===== config.mk =====
export PLATFORM = sky130hd
export DESIGN_NAME = instr_dispatch_ctrl_flat
export DESIGN_NICKNAME = d
export VERILOG_FILES = /design/src/rtl/instr_dispatch_ctrl_if.sv /design/src/rtl/instr_dispatch_ctrl.sv /design/src/flat_wrapper.sv
export SDC_FILE = /design/constraint.sdc
export NUM_CORES = 1
export LEC_CHECK = 0
export ABC_AREA = 1
export CORE_ASPECT_RATIO = 0.8
export CORE_UTILIZATION = 52
export CTS_BUF_LIST = sky130_fd_sc_hd__clkbuf_2
export DETAILED_ROUTE_END_ITERATION = 7
export GPL_ROUTABILITY_DRIVEN = 0
export PLACE_DENSITY = 0.82
export SETUP_SLACK_MARGIN = 0.2
export SYNTH_ARGS = -nofsm -noshare
export SYNTH_HDL_FRONTEND = slang
export SYNTH_SLANG_ARGS = --single-unit

===== constraint.sdc =====
create_clock -name clk -period 1.75 [get_ports clk]
set_clock_uncertainty 0.2 [all_clocks]
set_input_delay 0.35 -clock clk [delete_from_list [all_inputs] [get_ports clk]]
set_output_delay 0.35 -clock clk [all_outputs]
set_load 0.005 [all_outputs]

===== src/rtl/instr_dispatch_ctrl_if.sv =====
// Bus/handshake bundle between the instruction dispatch controller and its
// memory path and execution units.
// master: the dispatch controller. slave: memory path, units, run source.
interface instr_dispatch_ctrl_if;
  logic        run;
  logic [15:0] bus_in;
  logic        MFC;
  logic        ldst_done;
  logic        alu_done;
  logic        PC_out;
  logic        PC_inc;
  logic        MAR_EN;
  logic        mem_EN;
  logic        mem_RW;
  logic        MDR_EN_read;
  logic        MDR_out;
  logic [15:0] instr;
  logic        ldst_go;
  logic        alu_go;
  logic        busy;
  logic        halted;
  logic        err;

  modport master (
    input  run, bus_in, MFC, ldst_done, alu_done,
    output PC_out, PC_inc, MAR_EN, mem_EN, mem_RW, MDR_EN_read, MDR_out,
    output instr, ldst_go, alu_go, busy, halted, err
  );

  modport slave (
    output run, bus_in, MFC, ldst_done, alu_done,
    input  PC_out, PC_inc, MAR_EN, mem_EN, mem_RW, MDR_EN_read, MDR_out,
    input  instr, ldst_go, alu_go, busy, halted, err
  );
endinterface


===== src/rtl/instr_dispatch_ctrl.sv =====
// Instruction sequencer: fetches a 16-bit word over the MAR/MDR path, latches
// it in IR, decodes opcode [15:12] and dispatches to the load/store or ALU
// unit, waiting for that unit's done. Waits on MFC/done are bounded by
// TIMEOUT_CYC cycles; expiry parks the sequencer in ERROR until reset.
// Optional build macro SINGLE_STEP_EN adds a 'step' input; each new fetch then
// needs a rising edge on step (with run=1).
module instr_dispatch_ctrl #(
  parameter int unsigned TIMEOUT_CYC = 255,
  parameter logic [3:0]  HALT_OP     = 4'b1111
) (
  input  logic                  clk,
  input  logic                  rst,
`ifdef SINGLE_STEP_EN
  input  logic                  step,
`endif
  instr_dispatch_ctrl_if.master bus
);

  typedef enum logic [3:0] {
    S_IDLE,
    S_FETCH_ADDR,
    S_FETCH_WAIT,
    S_FETCH_LATCH,
    S_IR_LOAD,
    S_DECODE,
    S_EXEC_LDST,
    S_EXEC_ALU,
    S_BOUNDARY,
    S_HALT,
    S_ERROR
  } state_t;

  localparam logic [7:0] TMO_LAST = 8'(TIMEOUT_CYC - 1);

  state_t      state;
  state_t      nxt;
  logic [15:0] ir;
  logic [7:0]  cnt;
  logic        tmo;
  logic        go_ok;
  logic        wait_cur;
  logic        wait_nxt;

`ifdef SINGLE_STEP_EN
  logic step_q;
  logic step_rise;

  // Registered rising-edge detect of the step request
  always_ff @(posedge clk or negedge rst) begin
    if (!rst) begin
      step_q    <= 1'b0;
      step_rise <= 1'b0;
    end else begin
      step_q    <= step;
      step_rise <= step & ~step_q;
    end
  end

  assign go_ok = step_rise;
`else
  assign go_ok = 1'b1;
`endif

  // Timeout fires on the last permitted cycle of a wait; the awaited event
  // is tested first in the next-state logic so it wins a tie.
  assign tmo      = (cnt == TMO_LAST);
  assign wait_cur = (state == S_FETCH_WAIT) || (state == S_EXEC_LDST) || (state == S_EXEC_ALU);
  assign wait_nxt = (nxt == S_FETCH_WAIT) || (nxt == S_EXEC_LDST) || (nxt == S_EXEC_ALU);

  // Next-state selection
  always_comb begin
    nxt = state;
    case (state)
      S_IDLE:        if (bus.run && go_ok) nxt = S_FETCH_ADDR;
      S_FETCH_ADDR:  nxt = S_FETCH_WAIT;
      S_FETCH_WAIT: begin
        if (bus.MFC)  nxt = S_FETCH_LATCH;
        else if (tmo) nxt = S_ERROR;
      end
      S_FETCH_LATCH: nxt = S_IR_LOAD;
      S_IR_LOAD:     nxt = S_DECODE;
      S_DECODE: begin
        if (ir[15:12] == 4'd0)                              nxt = S_BOUNDARY;
        else if (ir[15:12] == HALT_OP)                      nxt = S_HALT;
        else if ((ir[15:12] == 4'd3) || (ir[15:12] == 4'd4)) nxt = S_EXEC_LDST;
        else                                                nxt = S_EXEC_ALU;
      end
      S_EXEC_LDST: begin
        if (bus.ldst_done) nxt = S_BOUNDARY;
        else if (tmo)      nxt = S_ERROR;
      end
      S_EXEC_ALU: begin
        if (bus.alu_done)  nxt = S_BOUNDARY;
        else if (tmo)      nxt = S_ERROR;
      end
      S_BOUNDARY: begin
        if (!bus.run)   nxt = S_IDLE;
        else if (go_ok) nxt = S_FETCH_ADDR;
      end
      S_HALT:        nxt = S_HALT;
      S_ERROR:       nxt = S_ERROR;
      default:       nxt = S_IDLE;
    endcase
  end

  // State, IR, wait counter and outputs registered from the next state, so
  // each output is a pure function of the state it is presented with.
  always_ff @(posedge clk or negedge rst) begin
    if (!rst) begin
      state           <= S_IDLE;
      ir              <= '0;
      cnt             <= '0;
      bus.PC_out      <= 1'b0;
      bus.PC_inc      <= 1'b0;
      bus.MAR_EN      <= 1'b0;
      bus.mem_EN      <= 1'b0;
      bus.mem_RW      <= 1'b0;
      bus.MDR_EN_read <= 1'b0;
      bus.MDR_out     <= 1'b0;
      bus.instr       <= '0;
      bus.ldst_go     <= 1'b0;
      bus.alu_go      <= 1'b0;
      bus.busy        <= 1'b0;
      bus.halted      <= 1'b0;
      bus.err         <= 1'b0;
    end else begin
      state <= nxt;
      if (state == S_IR_LOAD) ir <= bus.bus_in;

      if (wait_nxt && (nxt != state)) cnt <= '0;
      else if (wait_cur)              cnt <= cnt + 8'd1;
      else                            cnt <= '0;

      bus.PC_out      <= (nxt == S_FETCH_ADDR);
      bus.PC_inc      <= (nxt == S_FETCH_ADDR);
      bus.MAR_EN      <= (nxt == S_FETCH_ADDR);
      bus.mem_EN      <= (nxt == S_FETCH_WAIT) || (nxt == S_FETCH_LATCH);
      bus.mem_RW      <= (nxt == S_FETCH_WAIT) || (nxt == S_FETCH_LATCH);
      bus.MDR_EN_read <= (nxt == S_FETCH_LATCH);
      bus.MDR_out     <= (nxt == S_IR_LOAD);
      bus.instr       <= ((nxt == S_EXEC_LDST) || (nxt == S_EXEC_ALU)) ? ir : '0;
      bus.ldst_go     <= (nxt == S_EXEC_LDST);
      bus.alu_go      <= (nxt == S_EXEC_ALU);
      bus.busy        <= !((nxt == S_IDLE) || (nxt == S_HALT) || (nxt == S_ERROR));
      bus.halted      <= (nxt == S_HALT);
      bus.err         <= (nxt == S_ERROR);
    end
  end

endmodule

===== src/flat_wrapper.sv =====
// flat-port wrapper written by rule: the top's interface ports become plain ports
module instr_dispatch_ctrl_flat 
#(
  parameter int unsigned TIMEOUT_CYC = 255,
  parameter logic [3:0]  HALT_OP     = 4'b1111
)
  (clk, rst, bus_run, bus_bus_in, bus_MFC, bus_ldst_done, bus_alu_done, bus_PC_out, bus_PC_inc, bus_MAR_EN, bus_mem_EN, bus_mem_RW, bus_MDR_EN_read, bus_MDR_out, bus_instr, bus_ldst_go, bus_alu_go, bus_busy, bus_halted, bus_err);
  instr_dispatch_ctrl_if bus_i ();
  input  logic clk;
  input  logic rst;
  input wire logic [$bits(bus_i.run)-1:0] bus_run;
  input wire logic [$bits(bus_i.bus_in)-1:0] bus_bus_in;
  input wire logic [$bits(bus_i.MFC)-1:0] bus_MFC;
  input wire logic [$bits(bus_i.ldst_done)-1:0] bus_ldst_done;
  input wire logic [$bits(bus_i.alu_done)-1:0] bus_alu_done;
  output wire logic [$bits(bus_i.PC_out)-1:0] bus_PC_out;
  output wire logic [$bits(bus_i.PC_inc)-1:0] bus_PC_inc;
  output wire logic [$bits(bus_i.MAR_EN)-1:0] bus_MAR_EN;
  output wire logic [$bits(bus_i.mem_EN)-1:0] bus_mem_EN;
  output wire logic [$bits(bus_i.mem_RW)-1:0] bus_mem_RW;
  output wire logic [$bits(bus_i.MDR_EN_read)-1:0] bus_MDR_EN_read;
  output wire logic [$bits(bus_i.MDR_out)-1:0] bus_MDR_out;
  output wire logic [$bits(bus_i.instr)-1:0] bus_instr;
  output wire logic [$bits(bus_i.ldst_go)-1:0] bus_ldst_go;
  output wire logic [$bits(bus_i.alu_go)-1:0] bus_alu_go;
  output wire logic [$bits(bus_i.busy)-1:0] bus_busy;
  output wire logic [$bits(bus_i.halted)-1:0] bus_halted;
  output wire logic [$bits(bus_i.err)-1:0] bus_err;
  assign bus_i.run = bus_run;
  assign bus_i.bus_in = bus_bus_in;
  assign bus_i.MFC = bus_MFC;
  assign bus_i.ldst_done = bus_ldst_done;
  assign bus_i.alu_done = bus_alu_done;
  assign bus_PC_out = bus_i.PC_out;
  assign bus_PC_inc = bus_i.PC_inc;
  assign bus_MAR_EN = bus_i.MAR_EN;
  assign bus_mem_EN = bus_i.mem_EN;
  assign bus_mem_RW = bus_i.mem_RW;
  assign bus_MDR_EN_read = bus_i.MDR_EN_read;
  assign bus_MDR_out = bus_i.MDR_out;
  assign bus_instr = bus_i.instr;
  assign bus_ldst_go = bus_i.ldst_go;
  assign bus_alu_go = bus_i.alu_go;
  assign bus_busy = bus_i.busy;
  assign bus_halted = bus_i.halted;
  assign bus_err = bus_i.err;
  instr_dispatch_ctrl #(.TIMEOUT_CYC(TIMEOUT_CYC), .HALT_OP(HALT_OP)) u_core (.clk(clk), .rst(rst), .bus(bus_i));
endmodule

Yosys cells after proc, flatten, opt, wreduce, memory -nomap -nowiden
Index checks and enable logic that the tools add are counted.
{"block": "classes", "eq_ne": 23, "reduce_logical": 14, "muxes": 13, "n_addsub": 1}
{"operator": "4-bit case mux with 11 select lines", "count": 1}
{"operator": "4-bit by 3-bit equality test with 1-bit output (second input constant)", "count": 8}
{"operator": "4-bit two-way mux", "count": 7}
{"operator": "4-bit equality test (second input constant)", "count": 6}
{"operator": "4-bit by 2-bit equality test with 1-bit output (second input constant)", "count": 5}
{"operator": "16-bit two-way mux", "count": 1}
{"operator": "8-bit two-way mux", "count": 2}
{"operator": "4-bit logical NOT", "count": 3}
{"operator": "1-bit logical OR", "count": 9}
{"operator": "8-bit by 1-bit adder with 8-bit output (second input constant)", "count": 1}
{"operator": "4-bit by 1-bit equality test with 1-bit output (second input constant)", "count": 2}
{"operator": "8-bit equality test (second input constant)", "count": 1}
{"operator": "4-bit != test", "count": 1}
{"operator": "1-bit two-way mux", "count": 2}
{"operator": "1-bit logical AND", "count": 1}
{"operator": "1-bit logical NOT", "count": 1}
{"block": "word_totals", "output_inout_bits": 28, "wordCells": 64, "reg_bits": 53, "input_bits": 22}

Logic depth before layout (Yosys ltp)
Gate-level depths: netlist of run 1.
{"block": "logic_depth", "ltp_word": 11, "depth_mapped": 12}

Worst setup path after synthesis of run 1
Ideal clock, no wire load.
{"block": "synth_timing", "kind": "register to register", "from": "register u_core.cnt[0]", "to": "register u_core.bus.alu_go", "n_path_buf": 1, "setup_slack_ns": 0.124, "t_required_ns": 1.425, "stages_incl_launch_ff": 11, "arrival_ns": 1.301, "path_cell_list": "dfrtp_1 inv_1 ha_1 inv_1 nor2_1 a21oi_1 a21oi_2 inv_2 nand2_4 buf_6 nor2_1"}
{"block": "synth_via", "elab_chain_cells": 5, "word_cells_on_any_way": 7, "classes_between": "eq/ne (2); mux (5)"}
{"item": "start, declared", "line_no": "instr_dispatch_ctrl.sv:38", "source": "logic [7:0] cnt;"}
{"item": "start signal, assigned", "line_no": "instr_dispatch_ctrl.sv:131", "source": "else if (wait_cur) cnt <= cnt + 8'd1;"}
{"item": "8-bit equality test *", "line_no": "instr_dispatch_ctrl.sv:66", "source": "assign tmo = (cnt == TMO_LAST);"}
{"item": "4-bit two-way mux *", "line_no": "instr_dispatch_ctrl.sv:78, instr_dispatch_ctrl.sv:90, instr_dispatch_ctrl.sv:94"}
{"item": "4-bit two-way mux (on tied branches)", "line_no": "instr_dispatch_ctrl.sv:93, instr_dispatch_ctrl.sv:77, instr_dispatch_ctrl.sv:89"}
{"item": "4-bit case mux with 11 select lines *", "line_no": "instr_dispatch_ctrl.sv:73", "source": "case (state)"}
{"item": "via u_core.nxt[2]", "line_no": "instr_dispatch_ctrl.sv:36", "source": "state_t nxt;"}
{"item": "4-bit by 3-bit equality test with 1-bit output *", "line_no": "instr_dispatch_ctrl.sv:143", "source": "bus.alu_go <= (nxt == S_EXEC_ALU);"}
{"item": "end signal, assigned", "line_no": "instr_dispatch_ctrl.sv:143"}
{"item": "end, declared", "line_no": "instr_dispatch_ctrl_if.sv:27", "source": "output instr, ldst_go, alu_go, busy, halted, err"}
Mark *: on every way through the listed nets, which the timed path passes. The rest lies on a longest branch.
A chain may end at the register's enable or synchronous reset.

Worst setup path in the final report of run 1
{"block": "layout_timing", "from": "register u_core.state[2]", "to": "register u_core.bus.busy"}
{"block": "layout_via", "elab_chain_cells": 7, "word_cells_on_any_way": 23, "classes_between": "eq/ne (12); mux (6); reduce/logical (5)"}
{"item": "start, declared", "line_no": "instr_dispatch_ctrl.sv:35", "source": "state_t state;"}
{"item": "start signal, assigned", "line_no": "instr_dispatch_ctrl.sv:127", "source": "state <= nxt;"}
{"item": "4-bit two-way mux", "line_no": "instr_dispatch_ctrl.sv:78, instr_dispatch_ctrl.sv:90, instr_dispatch_ctrl.sv:94"}
{"item": "4-bit two-way mux (on tied branches)", "line_no": "instr_dispatch_ctrl.sv:93, instr_dispatch_ctrl.sv:77, instr_dispatch_ctrl.sv:89"}
{"item": "4-bit case mux with 11 select lines *", "line_no": "instr_dispatch_ctrl.sv:73"}
{"item": "4-bit equality test or 4-bit logical NOT (tied branches)", "line_no": "instr_dispatch_ctrl.sv:144", "source": "bus.busy <= !((nxt == S_IDLE) || (nxt == S_HALT) || (nxt == S_ERROR));"}
{"item": "1-bit logical OR", "line_no": "instr_dispatch_ctrl.sv:144"}
{"item": "1-bit logical OR *", "line_no": "instr_dispatch_ctrl.sv:144"}
{"item": "1-bit logical NOT *", "line_no": "instr_dispatch_ctrl.sv:144"}
{"item": "end signal, assigned", "line_no": "instr_dispatch_ctrl.sv:144"}
{"item": "end, declared", "line_no": "instr_dispatch_ctrl_if.sv:27"}
Every way passes the cells marked *; elsewhere a longest branch is shown, timed or not.

==> summary.md, run 1 <==
| Metric | Value |
|---|---|
| Status | `finished, violations left` |
| Failing checks | `setup timing` |
| Final core occ | `between 80 and 90%` |
| WP buf/inv | `1` |
| Cells after Synth | `between 200 and 300` |
| Cell taking the most area after synthesis | `dfrtp_1` |
| Final min period | `between 1.5 and 2 ns` |
| Crit-path max FO | `5` |
| Final WS setup | `-0.1425 ns` |
| Final Non-Filler Cells | `just under 400` |
| Drt via density | `approximately 5.4` |
| Starting Density | `between 50% and 60%` |
| Avg Cell Area, Syn | `8.729 um^2` |
| Wire per inst | `roughly 17 um` |
| Syn Std Cell Area | `roughly 0.0022 mm^2` |
| Critical path class | `flip-flop to flip-flop` |
| Top cells by area, synth | `dfrtp_1 59%, nor2_1 11%, inv_1 6.0%, nand2_1 5.9%, a21oi_1 4.5%` |
| Synth cell types | `25` |
| Nets | `354` |
| Clock slew at reported path FFs | `about 0.25 ns` |
| Placed inst area | `~0.0028 mm^2` |
| H-tree depth | `2` |
| Max_cap viols | `0` |
| Leak | `around 1.7 nW` |
| Slew Limit Fails | `0` |
| CTS buffer count | `5` |
| Area Growth Syn to Fin | `46.24%` |
| Ant diodes | `0` |
| Post-detail-place hpwl | `3200 um` |
| Die area | `approximately 0.0046 mm^2` |
| GRT Residual Overflow | `0` |
| Core area | `between 0.003 and 0.004 mm^2` |
| Net Count, Synth | `around 280` |
| Final worst-path cycle share | `108.1%` |
| Seq/Total Area, Yosys | `roughly 60%` |
| Worst-margin pin slew | `approximately 0.36 ns` |
| Top cell family by delay on the critical path | `simple AND/OR/NAND/NOR gates` |
| Drt first pass iters | `7` |
| Input/output buffers | `49` |
| Synth Warn # | `0` |
| Synth top area share | `roughly three fifths` |
| RSZ-0062 raised after global routing | `yes` |
| Crit end category | `flip-flop` |
| IO Pins | `50` |
| Rows | `20` |
| Largest net degree at the start of global routing | `52` |
| Die Span Y | `60.75 um` |
| Worst hold path class | `primary input to asynchronous set/reset pin` |
| Design Area, Final | `approximately 0.0033 mm^2` |
| Clock latency on the worst-skew pair | `around 0.43 ns` |
| Initial antenna violation count | `0` |
| CTS tree | `built` |
| Final setup fails | `21` |
| Vias in the first global route | `around 1900` |
| CP peak stage delay | `around 0.48 ns` |
| Remaining DRCs | `0` |
| Worst path required time | `1.89 ns` |
| Critical-path cell list | `inv_2, nor2_4, nand2_4, nand2_1, nor2_1, nand3_2, nor2_4, nand2_2, nor2_2, nor2_1` |
| CP Launch Type | `flip-flop` |
| Final hold vios | `0` |
| Die width | `about 75 um` |
| Share of cells above drive strength 1 | `44.24%` |
| Rel. slew slack | `about three quarters` |
| Max Clock Freq | `528.4 MHz` |
| # clock sinks | `53` |
| Max VDD drop | `roughly 950 uV` |
| P per Cell Area | `~1600 mW/mm^2` |
| Vias | `2092` |
| Final WL | `6654 um` |
| GRT Total Usage | `a little over a quarter` |
| Cells after DPL | `roughly 360` |
| Root buffer cell | `clkbuf_2` |
| Clk buf depth | `2` |
| Post-route ant nets | `0` |
| Initial DRC count | `between 150 and 200` |
| First-pass GRT wire length | `8562 um` |
| Worst Path Arrival | `2.04 ns` |
| CP max stage cell | `dfrtp_1` |
| Synth Register Bits | `53` |
path summary, 6_finish.rpt:
check                           startpoint                  end  slack, ns  depth (start not counted)
setup / recovery           u_core.state[2]      u_core.bus.busy      -0.14                         10
hold / removal                         rst  u_core.bus.instr[9]      0.005                          2
setup reg to reg           u_core.state[2]      u_core.bus.busy      -0.14                         10
hold reg to reg               u_core.ir[4]         u_core.ir[4]       0.34                          2
max in group asynchronous              rst      u_core.state[1]       0.87                          3
min in group clk            bus_bus_in[15]        u_core.ir[15]       0.30                          3
layout make-up:
cell class,instances,area (um^2)
inverter,38,145.1
fill,236,673.1
clock buffer,6,30.03
clock inverter,1,3.754
multi-input combinational,160,1107
timing repair buffer,72,596.8
sequential,53,1329
tap,55,68.82
layout by cell type (no fill, tap or decap), types with 9 or more instances in the layout:
master / count
dfrtp_1: 51
buf_4: 10
nor2_4: 15
clkdlybuf4s50_1: 20
nand3_1: 10
inv_1: 29
nand2_1: 23
nand2_2: 9
a21oi_2: 15
buf_2: 29
nor2_2: 18
nor2_1: 36
buf_6: 9
metal layers:
metal / GRT usage (%) / vias up / share of wire (%)
met4: 14.55 / 0 / 4.3
met3: 5.150 / 34 / 6.9
li1: - / 933 / -
met2: 42.47 / 104 / 51
met5: 0 / - / 0
met1: 34.33 / 1021 / 38
cell usage after synthesis:
| master | n |
|---|---|
| a21oi_1 | 20 |
| a21oi_2 | 1 |
| and3_1 | 1 |
| buf_4 | 3 |
| buf_6 | 1 |
| clkbuf_1 | 3 |
| dfrtp_1 | 53 |
| ha_1 | 2 |
| inv_1 | 36 |
| inv_2 | 2 |
| nand2_1 | 35 |
| nand2_2 | 2 |
| nand2_4 | 1 |
| nand3_1 | 18 |
| nand3_2 | 1 |
| nand4_1 | 1 |
| nand4_2 | 1 |
| nor2_1 | 67 |
| nor2_2 | 2 |
| nor3_1 | 1 |
| nor3b_1 | 1 |
| o21ai_0 | 1 |
| o21bai_1 | 1 |
| xnor2_1 | 1 |
| xor2_1 | 2 |
metrics by stage:
stage	power, mW	setup TNS (ns)	hold slack (ns)	worst slack, ns
3_3_place_gp	3.669	-2.585	-0.04166	-0.1454
2_1_floorplan	2.874	0	-0.1456	0.1624
3_5_place_dp	3.726	-3.251	-0.04095	-0.1917
5_1_grt	5.369	-3.172	0.01322	-0.2682
6_report	5.093	-1.403	0.004561	-0.1425
4_1_cts	4.344	0	0.008426	0.04388
sequential cells by signal, summed over array words and instances (netlist names), 4 cells and up:
signal            cells
u_core.bus.instr     16
u_core.ir            16
u_core.state          4
u_core.cnt            8
logic make-up after synthesis:
group	synth area share [%]
DFF	59.12
buffers and inverters	8.366
AOI/OAI and AO/OA	5.410
adders and majority gates	1.115
xor gates and xnor gates	1.171
and+or+nand+nor	24.82
timing repair:
action | 4_1_cts | 5_1_grt
endpoints found under the hold margin | 53 | 0
hold buffers | 1 | 0
resized for setup | 141 | 86
setup endpoints to repair | 67 | 63
cloned | 1 | 1
buffers inserted | 9 | 2
pin swaps | 21 | 12
report_power, final:
part           switching (mW)  internal [mW]  leakage [nW]
Sequential              0.237           1.65         0.676
Clock                   0.359         0.0931        0.0265
Combinational            1.65           1.10          1.05
(Power assumes the default switching activity.)
==> run 2: changes to the inputs <==
CORE_ASPECT_RATIO = 1.1   (was 0.8)
==> run 2 against run 1 <==
- the flow still finishes with violations (setup timing)
- utilization grew 8.3 points
- highest routed layer unchanged
- global-route usage is 5.7 points higher
- register-to-register slack lost 0.12 ns
- clock-buffer cell count did not move
- total power is 20% higher
- cell count up 3.6%
- final area grew 13%
- combinational power is 33% higher
- critical path depth increased by 1
- sequential cell count did not move
- sequential share of layout area down 4.6 points
==> summary.md, run 2 (same netlist as run 1, synthesis figures left out) <==
| Metric | Value |
|---|---|
| Final hold vios | `0 (unchanged)` |
| Initial DRC count | `246 (+47%)` |
| Clock Power Share | `8.3% (-0.6 points)` |
| Crit-path max FO | `7 (+2)` |
| Max Clock Freq | `497.5 MHz (-5.9%)` |
| Worst-margin pin slew | `0.5099 ns (+0.1484 ns)` |
| H-tree depth | `2 (unchanged)` |
| Fill cells | `153 (-35%)` |
| Worst Path Arrival | `2.19 ns (+0.15 ns)` |
| GRT Total Usage | `32.11% (+5.7 points)` |
| Switching Power | `2.822 mW (+26%)` |
| Input/output buffers | `49 (unchanged)` |
| Wire per inst | `21.89 um (+27%)` |
| First-pass GRT wire length | `10690 um (+25%)` |
| Post-detail-place hpwl | `3244 um (+1.4%)` |
| Starting Density | `55.34% (-1.4 points)` |
| Vias in the first global route | `2235 (+19%)` |
| GRT Residual Overflow | `0 (unchanged)` |
| Worst path required time | `1.93 ns (+0.04 ns)` |
| Tot Pwr | `6.088 mW (+20%)` |
| Final WS setup | `-0.2601 ns (-0.1176 ns)` |
| Design Area, Final | `0.003701 mm^2 (+13%)` |
| Largest registers | `u_core.bus.instr x16, u_core.ir x16, u_core.cnt x8` |
| Comb power frac | `60.0% (+5.9 points)` |
| Drt via density | `5.867 (+8.0%)` |
| Final worst-path cycle share | `114.9% (+6.7 points)` |
| Critical path launch point | `u_core.state[1]` |
| Status | `finished, violations left` |
| IO Pins | `50 (unchanged)` |
| Crit end category | `flip-flop` |
| Critical path class | `flip-flop to flip-flop` |
| Area Growth Syn to Fin | `64.97%` |
| Core area | `0.004054 mm^2 (+2.5%)` |
| Final min period | `2.010 ns (+0.1176 ns)` |
| Die width | `64.63 um (-14%)` |
| Root buffer cell | `clkbuf_2` |
| Die Span Y | `70.89 um (+17%)` |
| Sequential Area | `0.001328 mm^2 (about the same)` |
| Vias | `2341 (+12%)` |
| Clock latency on the worst-skew pair | `0.45 ns (+0.02 ns)` |
| Initial antenna violation count | `0 (unchanged)` |
| Clock slew at reported path FFs | `0.27 ns (+0.02 ns)` |
| Max VDD drop | `1064 uV (+12%)` |
| Clk buf depth | `2 (unchanged)` |
| Worst reg2reg startpoint | `u_core.state[1]` |
| Commonest non-fill, non-tap cell in the layout | `dfrtp_1` |
| Final WL | `8736 um (+31%)` |
| RSZ-0062 raised after global routing | `yes` |
| Failing checks | `setup timing` |
| Drt first pass iters | `5 (-2)` |
| Ant diodes | `0 (unchanged)` |
| # clock sinks | `53 (unchanged)` |
| Remaining DRCs | `0 (unchanged)` |
| Hold_ws | `0.1433 ns (+0.1387 ns)` |
| Sw frac | `46.35% (+2.2 points)` |
| Rel. slew slack | `66.00% (-9.9 points)` |
| Slew Limit Fails | `0 (unchanged)` |
| Int Pwr | `3.266 mW (+15%)` |
| Commonest non-fill, non-tap cells in the layout | `52 x dfrtp_1, 32 x nor2_4, 29 x inv_1` |
| Pre-CTS WS | `-0.1980 ns (-0.006270 ns)` |
| Die area | `0.004581 mm^2 (about the same)` |
| Final setup fails | `37 (+76%)` |
| CTS buffer count | `5 (unchanged)` |
| Share of power burned in registers | `31.8% (-5.3 points)` |
| Largest net degree at the start of global routing | `33 (-37%)` |
| Leak | `1.879 nW (+7.5%)` |
| P per Cell Area | `1645 mW/mm^2 (+6.0%)` |
| Worst hold path class | `primary input to asynchronous set/reset pin` |
| CP Launch Type | `flip-flop` |
| CTS tree | `built` |
| Rows | `24 (+20%)` |
| Multi-input combinational cell area | `0.001310 mm^2 (+18%)` |
| Share of cells above drive strength 1 | `53.03% (+8.8 points)` |
| Max_cap viols | `0 (unchanged)` |
| Post-route ant nets | `0 (unchanged)` |
| Placed inst area | `0.002829 mm^2 (-0.48%)` |
| Nets | `370 (+4.5%)` |
-- run 2: cell count changes in the layout (fill, tap and decap cells not counted), moves of 3 or more --
cell,before,now
nor2_4,15,32
nor2_2,18,13
buf_6,9,14
nand2_2,9,12
nor2_1,36,24
buf_12,2,5
nand2_8,1,5
nand2_1,23,18
nand3_2,7,12
nand3_1,10,5
buf_4,10,17
-- run 2: path summary, 6_finish.rpt --
path                       cells past startpoint  slack, ns                   to
max reg2reg                                   11      -0.26      u_core.bus.busy
min in group clk                               3       0.28         u_core.ir[7]
max in group asynchronous                      3       0.72  u_core.bus.instr[9]
min reg2reg                                    2       0.35  u_core.bus.instr[9]
min                                            2       0.14        u_core.cnt[4]
max                                           11      -0.26      u_core.bus.busy
-- run 2: power by group through the flow --
stage | logic (mW) | clock network (mW) | registers (mW)
final | 3.65 | 0.503 | 1.93
after global routing | 3.80 | 0.547 | 1.95
after CTS | 2.59 | 0.488 | 1.86
after detailed placement | 1.82 | 0 | 1.88
after global placement | 1.76 | 0 | 1.86
after floorplan | 1.02 | 0 | 1.86
-- run 2: per-stage QoR --
stage	util, %	TNS (ns)	instances
6_report	91.30	-3.500	399
5_1_grt	91.30	-4.085	399
4_1_cts	79.57	0	387
3_3_place_gp	69.78	-2.938	358
2_1_floorplan	-	0	257
3_5_place_dp	69.78	-3.377	358
-- run 2: layer usage --
layer | track usage, % | part of all wire [%] | up-vias
met4 | 21.23 | 7.5 | 0
met1 | 36.36 | 34 | 1144
met2 | 54.50 | 51 | 162
met3 | 6.613 | 7.9 | 68
li1 | - | - | 967
met5 | 0 | 0 | -
-- run 2: critical path: stages, from the launching register on --
cell and delay, ns:
dfrtp_2 0.58, inv_2 0.14, buf_6 0.11, nor2_4 0.03, nand2_2 0.08, nand2_1 0.06
nor2_1 0.16, nand3_1 0.14, nor2_1 0.17, nand2_2 0.10, nor2_2 0.11, nor2_1 0.05
-- run 2: cell type report --
cell class,instances,share of cell area [%]
Multi-Input combinational cell,161,35.40
Clock inverter,2,0.4057
Tap cell,52,1.758
Timing Repair Buffer,87,21.50
Inverter,38,4.260
Sequential cell,53,35.87
Clock buffer,6,0.8114
-- run 2: timing repair --
item / 4_1_cts / 5_1_grt
hold endpoints to repair: 53 / 0
gates cloned: 2 / 3
pin swaps: 15 / 21
hold buffers: 1 / 0
setup buffers: 18 / 9
gates resized for setup: 190 / 91
endpoints found under the setup margin: 66 / 73
